File: src/rtl/alu_result_drain.sv
// -----------------------------------------------------------------------------
// alu_result_drain
//   Consumer end of the vector ALU result interface. Follows the ALU
//   enable/op strobe, captures the registered A3 (low/sum) and A4
//   (high/carry) result vectors one cycle after the sampled enable into
//   shadow buffers, then streams them out as LANE_W-bit words over a
//   valid/ready port toward memory writeback.
//
//   Word order: A3 lanes 0..LANES-1, then A4 lanes 0..LANES-1.
//
//   Optional feature macro: DRAIN_CARRY_PACK_EN
//     When defined, an add result (op 0) sends its A4 half as one packed
//     word: bit i = carry (bit 0) of A4 lane i, upper bits zero, out_lane 0.
//     Multiply results are always drained in full.
//
// Ports
//   clk, rst_n        clock, asynchronous active-low reset
//   alu_enable/alu_op the same strobe/op the ALU samples (0 add, 1 multiply)
//   A3, A4            ALU result vectors, lane i = [LANE_W*i +: LANE_W]
//   out_valid/ready   word stream handshake
//   out_data          word being offered
//   out_lane, out_hi  lane index of the word, 0 = from A3 / 1 = from A4
//   busy              high while capturing or sending
//   done              one-cycle pulse after the final word is accepted
//   overflow_drop     one-cycle pulse when a result had to be discarded
//   dbg_state         FSM state (0 IDLE, 1 CAPT, 2 SEND)
//   dbg_op            latched op of the result being drained
// -----------------------------------------------------------------------------
module alu_result_drain #(
    parameter int LANES  = 16,
    parameter int LANE_W = 32
) (
    input  logic                       clk,
    input  logic                       rst_n,
    input  logic                       alu_enable,
    input  logic                       alu_op,
    input  logic [LANES*LANE_W-1:0]    A3,
    input  logic [LANES*LANE_W-1:0]    A4,
    output logic                       out_valid,
    input  logic                       out_ready,
    output logic [LANE_W-1:0]          out_data,
    output logic [$clog2(LANES)-1:0]   out_lane,
    output logic                       out_hi,
    output logic                       busy,
    output logic                       done,
    output logic                       overflow_drop,
    output logic [1:0]                 dbg_state,
    output logic                       dbg_op
);
    localparam int IDX_W = $clog2(LANES);

    typedef enum logic [1:0] {
        S_IDLE = 2'd0,
        S_CAPT = 2'd1,
        S_SEND = 2'd2
    } state_t;

    state_t                    state;
    logic                      op_q;
    logic [LANES*LANE_W-1:0]   a3_q;
    logic [LANES*LANE_W-1:0]   a4_q;
    logic [IDX_W-1:0]          idx;
    logic                      hi;

    logic                      pack_mode;
    logic [LANE_W-1:0]         carry_word;
    logic [LANE_W-1:0]         word_sel;
    logic                      last_word;
    logic                      accept;

`ifdef DRAIN_CARRY_PACK_EN
    always_comb begin
        carry_word = '0;
        for (int i = 0; i < LANES; i++) begin
            carry_word[i] = a4_q[LANE_W*i];
        end
    end
    assign pack_mode = ~op_q;
`else
    assign carry_word = '0;
    assign pack_mode  = 1'b0;
`endif

    // Handshake: a word transfers on a rising edge where out_valid & out_ready.
    // Once out_valid rises, out_data/out_lane/out_hi are held (they depend only
    // on idx/hi/shadow registers) until that transfer happens.
    assign accept    = out_valid & out_ready;
    // In packed mode the A4 half is a single word, so the first hi word is last.
    assign last_word = hi & (pack_mode | (idx == IDX_W'(LANES-1)));

    always_comb begin
        if (!hi)
            word_sel = a3_q[LANE_W*idx +: LANE_W];
        else if (pack_mode)
            word_sel = carry_word;
        else
            word_sel = a4_q[LANE_W*idx +: LANE_W];
    end

    assign out_data  = out_valid ? word_sel : '0;
    assign out_lane  = idx;
    assign out_hi    = hi;
    assign dbg_state = state;
    assign dbg_op    = op_q;

    always_ff @(posedge clk or negedge rst_n) begin
        if (!rst_n) begin
            state         <= S_IDLE;
            op_q          <= 1'b0;
            a3_q          <= '0;
            a4_q          <= '0;
            idx           <= '0;
            hi            <= 1'b0;
            out_valid     <= 1'b0;
            busy          <= 1'b0;
            done          <= 1'b0;
            overflow_drop <= 1'b0;
        end else begin
            done          <= 1'b0;
            overflow_drop <= 1'b0;
            case (state)
                S_IDLE: begin
                    if (alu_enable) begin
                        state <= S_CAPT;
                        op_q  <= alu_op;
                        busy  <= 1'b1;
                    end
                end
                S_CAPT: begin
                    // The ALU presents the result of the enable that moved us here.
                    a3_q      <= A3;
                    a4_q      <= A4;
                    idx       <= '0;
                    hi        <= 1'b0;
                    out_valid <= 1'b1;
                    state     <= S_SEND;
                    if (alu_enable)
                        overflow_drop <= 1'b1;
                end
                S_SEND: begin
                    if (accept) begin
                        if (last_word) begin
                            out_valid <= 1'b0;
                            done      <= 1'b1;
                            idx       <= '0;
                            hi        <= 1'b0;
                            // An enable coinciding with the final transfer chains
                            // straight into the next capture.
                            if (alu_enable) begin
                                state <= S_CAPT;
                                op_q  <= alu_op;
                            end else begin
                                state <= S_IDLE;
                                busy  <= 1'b0;
                            end
                        end else if (idx == IDX_W'(LANES-1)) begin
                            idx <= '0;
                            hi  <= 1'b1;
                        end else begin
                            idx <= idx + 1'b1;
                        end
                    end
                    if (alu_enable && !(accept && last_word))
                        overflow_drop <= 1'b1;
                end
                default: begin
                    state     <= S_IDLE;
                    out_valid <= 1'b0;
                    busy      <= 1'b0;
                end
            endcase
        end
    end
endmodule

File: config.mk
export PLATFORM = sky130hd
export DESIGN_NAME = alu_result_drain
export DESIGN_NICKNAME = d
export VERILOG_FILES = /design/src/rtl/alu_result_drain.sv
export SDC_FILE = /design/constraint.sdc
export NUM_CORES = 2
export LEC_CHECK = 0
export ABC_AREA = 1
export BUFFER_PORTS_ARGS = -buffer_cell sky130_fd_sc_hd__buf_2
export CAP_MARGIN = 20
export CORE_AREA = 2 2 418 420
export DETAILED_ROUTE_END_ITERATION = 6
export DIE_AREA = 0 0 420 422
export PLACE_DENSITY = 0.49
export SYNTH_ARGS = -nofsm -noshare
export SYNTH_HDL_FRONTEND = slang
export SYNTH_SLANG_ARGS = --single-unit
File: constraint.sdc
create_clock -name clk -period 2.62 [get_ports clk]
set_clock_uncertainty 0.2 [all_clocks]
set_input_delay 0.524 -clock clk [delete_from_list [all_inputs] [get_ports clk]]
set_output_delay 0.524 -clock clk [all_outputs]
set_load 0.05 [all_outputs]
* Yosys cells after proc, flatten, opt, wreduce, memory -nomap -nowiden
Index checks and enable logic that the tools add are counted.
Widths: inputs -> output; s select.
** Word-level totals
- Bits of input ports :: 1029
- Bits in registers :: 1036
- Output and inout bits :: 44
- Logic and storage cells :: 70
** Cells by class
- Bitwise operators :: 4
- Muxes and demuxes :: 33
- Equality and inequality tests :: 8
- Reduce and logical (&&, ||, !) cells :: 12
- Add/sub/neg operators :: 1
- Shift-type cells :: 2
** Operator list (number)
- $shiftx 512x10->32 :: 2
- $mux 32 :: 2
- $mux 1 :: 18
- $mux 4 :: 3
- $reduce_and 3->1 :: 4
- $ne 2x2->1 const B :: 4
- $pmux 4 s2 :: 1
- $mux 2 :: 3
- $pmux 1 s2 :: 3
- $pmux 1 s3 :: 2
- $pmux 2 s3 :: 1
- $reduce_and 5->1 :: 1
- $add 4x1->4 const B :: 1
- $eq 4x4->1 const B :: 1
- $reduce_bool 2->1 :: 2
- $ne 3x3->1 const B :: 1
- $and 1x1->1 :: 2
- $eq 2x1->1 const B :: 1
- $eq 2x2->1 const B :: 1
- $logic_and 1x1->1 :: 2
- $logic_not 2->1 :: 1
- $not 1->1 :: 2
- $reduce_and 2->1 :: 1
- $logic_not 1->1 :: 1

* Depth between registers and ports, before layout
- Word-level depth :: 7
- Mapped depth :: 12
- Depth with buffers taken out :: 9

* Least setup slack after synthesis
OpenSTA, ideal clock, no wires.
- Path kind :: reg2out
- Start point :: reg idx[1] (netlist: out_lane[1])
- End point :: out out_data[1]
- Stages on the path, launching flop included :: 9
- Buffers on the path :: 2
- Required time :: 1896 ps
- Arrival :: 2274 ps
- Slack :: -378 ps
- Path through :: dfrtp_1 buf_2 nand2_1 inv_2 buf_1 nand3_1 nand3_1 nor2_1 nor2_1
** Between the ends
- Longest elaborated chain between the ends :: 3
- Elaborated cells between the ends (all ways) :: 4
- Those cells by class :: 2 x shift; 2 x mux
** RTL lines
- start: declaration :: RTL line 62 : logic [IDX_W-1:0] idx;
- start signal: assignment :: RTL line 160 : idx <= idx + 1'b1;
- $shiftx 512x10->32 (on tied branches) :: RTL line 93, 97
- $mux 32 * :: RTL line 92 : if (!hi)
- $mux 32 * :: RTL line 100 : assign out_data = out_valid ? word_sel : '0;
- end: declaration :: RTL line 41 : output logic [LANE_W-1:0] out_data,
Mark *: on every way between the ends. The rest lies on a longest branch, timed or not.

* Worst setup path after layout
- Start point :: reg hi (netlist: out_hi)
- End point :: out out_data[10]
** Between the ends
- Longest elaborated chain between the ends :: 2
** RTL lines
- start: declaration :: RTL line 63 : logic hi;
- start signal: assignment :: RTL line 113 : hi <= 1'b0;
- start signal: assignment :: RTL line 134 : hi <= 1'b0;
- start signal: assignment :: RTL line 146 : hi <= 1'b0;
- $mux 32 :: RTL line 92
- $mux 32 :: RTL line 100
Every way passes these cells.

==> flow_metrics.tcl <==
set metrics [dict create \
    tightest_slew_ns 0.639 \
    critical_path_class "reg -> out" \
    seqPwrFrac_pct 34.0 \
    fmax_mhz 267 \
    worstPathArrival_ns 3.02 \
    cp.depth 14 \
    p_per_area_nw_per_um2 1080 \
    design_area_sq_um 79600 \
    rr_worst_depth 6 \
    synth-seq-cells 1036 \
    cp_cell_sequence "buf_12 -> clkinv_16 -> buf_12 -> buf_8 -> buf_12 -> buf_12 -> nand2_4 -> nand3_4 -> nand3_4 -> nand3_4 -> nor2_2 -> buf_4 -> nor2_4 -> buf_12" \
    hold_slack_ns 0.0757 \
    cts_tree "built" \
    hold_violations 0 \
    max_stage_delay_ns 0.52 \
    die_area_sq_um 177000 \
    dp_hpwl_um 198000 \
    slowest_stage "dfrtp_4" \
    wl_per_cell_um 23.4 \
    cp.buffers_inverters 8 \
    rows 153 \
    fp.dieW_um 420 \
    drtIter0Drc 4654 \
    drc 0 \
    power.total_w 0.0860 \
    synthesis.area_sq_um 49400 \
    syn_inst 6825 \
    multi_input_area_sq_um 23500 \
    synth_nets 7859 \
    p_leak_nw 40.6 \
    layout_common_cells "nand2_1, buf_2, dfrtp_1" \
    cts-root-buf "clkbuf_16" \
    start_util_pct 28.6 \
    fin_crit_sh_pct 143 \
    crit_top_cell "buf_12" \
    hold_depth 5 \
    synth.area.top_cells "dfrtp_1, nand2_1, nand3_1" \
    synth.distinct_cells 23 \
    setup_viol 35 \
    vias 55674 \
    p_int_w 0.0482 \
    die_h_um 422 \
    grt_pass1_vias 56498 \
    grt_use_total_pct 29.7 \
    seq_area_sq_um 25900 \
    core_area_sq_um 173000 \
    cp_top_family "buffers and inverters" \
    cp-end-kind "primary output" \
    holdCritPathClass "in -> reg" \
    grt_overflow_total 0 \
    period_needed_ns 3.75 \
    placed_area_sq_um 60500 \
    drv_cap 0 \
    required_ns 1.90 \
    pin_count 1073 \
    synth_top_area_cell "dfrtp_1" \
    seq_area_frac_synth_pct 52.5 \
    avgSynthCellArea_sq_um 7.23 \
    ys_warn_count 0 \
    cp-start-kind "flop" \
    area.growth.synth_to_final_pct 61.3 \
    outcome "finished with violations" \
    synth-edff-count 0 \
    power_frac_clock_pct 20.7 \
    htree_levels 3 \
    ys.flop_type "dfrtp_1" \
    drtAntennaViolNets 0 \
    cp_max_fo 7 \
    setup_ws_ns -1.13 \
    cts.clk_slew.worst_paths_ns 0.05 \
    grt_max_degree 107 \
    rsz0062_at_grt "yes" \
    irDropWorstVdd_mv 0.725 \
    slew_violations 0 \
    p_comb_share_pct 45.3 \
    nNetsFinal 10114 \
    cts.sinks 1036 \
    p_sw_w 0.0378 \
    slew_headroom_pct 57.4 \
    wl_um 270000 \
    clock_latency_ns 0.76 \
    drive_above_1_share_pct 25.3 \
    final_common_cell "nand2_1" \
    failed_checks "setup timing" \
    first_pass_iters 6 \
    swShare_pct 44.0 \
    async_flop_share_pct 100 \
    vias_per_cell 4.83 \
    numPortBuffers 1072 \
    clockBufferDepth 3 \
    fillers 16889 \
    numCtsBuffers 117 \
    place_congestion 0.973 \
    grt_pass1_wl_um 381000 \
    r2r_slack_ns 0.37 \
    antenna_found_initial 25 \
    netlist.area_leader.share_pct 52.5 \
]
-- flip-flops by register name (all words and copies together), names as in the netlist, 2 cells and up --
register	flops
a3_q	512
a4_q	512
out_lane	4
dbg_state	2
-- worst min-delay path: stages --
cell and delay, ns:
buf_2 0.13, nand2_1 0.08, nor2_1 0.12, nand2_1 0.08, o21ai_0 0.06
-- power groups by stage --
stage	clock network (W)	logic [W]	registers, W
after floorplan	0	0.0196	0.0271
after global placement	0	0.0343	0.0292
after detailed placement	0	0.0347	0.0292
after CTS	0.0181	0.0376	0.0291
after global routing	0.0187	0.0428	0.0300
final	0.0178	0.0389	0.0293
-- area by class of cell --
| type | instances | share of cell area (%) |
|---|---|---|
| flip-flops and latches | 1036 | 32.6 |
| multi-input cells | 5171 | 29.6 |
| repair buffers | 2577 | 28.0 |
| clock buffers | 172 | 4.40 |
| well taps | 2325 | 3.65 |
| inverters | 176 | 0.897 |
| clock inverters | 47 | 0.875 |
| diodes | 18 | 0.0566 |
| repair inverters | 1 | 0.0377 |
-- timing repair --
item / CTS / global route
pin swaps: 94 / 118
resized for setup: 484 / 353
hold buffers: 1026 / 0
setup endpoints to repair: 36 / 35
hold endpoints to repair: 1491 / 0
cloned: 21 / 8
buffers inserted: 46 / 18
-- final timing paths --
check	from	to
max	out_hi	out_data[10]
min	out_ready	out_lane[1]
max reg2reg	dbg_state[1]	a4_q[405]
min reg2reg	a3_q[275]	a3_q[275]
max in group asynchronous	rst_n	a4_q[217]
min in group asynchronous	rst_n	a3_q[391]
-- cells by family (layout without fill, tap and decap cells) --
group	Yosys count	count (layout)	synth area share (%)
adder cells (fa/ha/maj)	5	5	0.127
other	0	18	0
AND/OR/NAND/NOR	4893	4893	38.8
AO/OA/AOI/OAI	272	272	2.77
buffers and inverters	618	2973	5.72
XOR/XNOR	1	1	0.0177
flip-flops	1036	1036	52.5
-- routing by layer --
metal,part of all wire [%],global-route usage (%),vias up
li1,-,-,25610
met1,41,38.0,26780
met2,44,44.8,2461
met3,6.0,4.51,811
met4,9.1,22.9,12
met5,0.029,0,-
-- stage by stage --
step	setup TNS, ns	instances	utilization [%]	setup slack, ns
after floorplan	0	6825	-	0.0189
after global placement	-15.43	10179	35.0	-0.760
after detailed placement	-15.44	10179	35.0	-0.721
after CTS	-35.44	11487	45.1	-1.15
after global routing	-36.25	11522	46.1	-1.22
final	-33.55	11523	46.1	-1.13
-- synthesized netlist by cell type (5+ instances only) --
| cell type | instances |
|---|---|
| buf_6 | 17 |
| o21ai_0 | 197 |
| nand3_1 | 643 |
| inv_1 | 169 |
| nand2_1 | 4050 |
| dfrtp_1 | 1036 |
| a21oi_1 | 69 |
| ha_1 | 5 |
| buf_1 | 30 |
| buf_4 | 22 |
| nor2_1 | 198 |
| buf_2 | 225 |
| inv_2 | 5 |
| clkbuf_1 | 147 |
(Power assumes the default switching activity.)
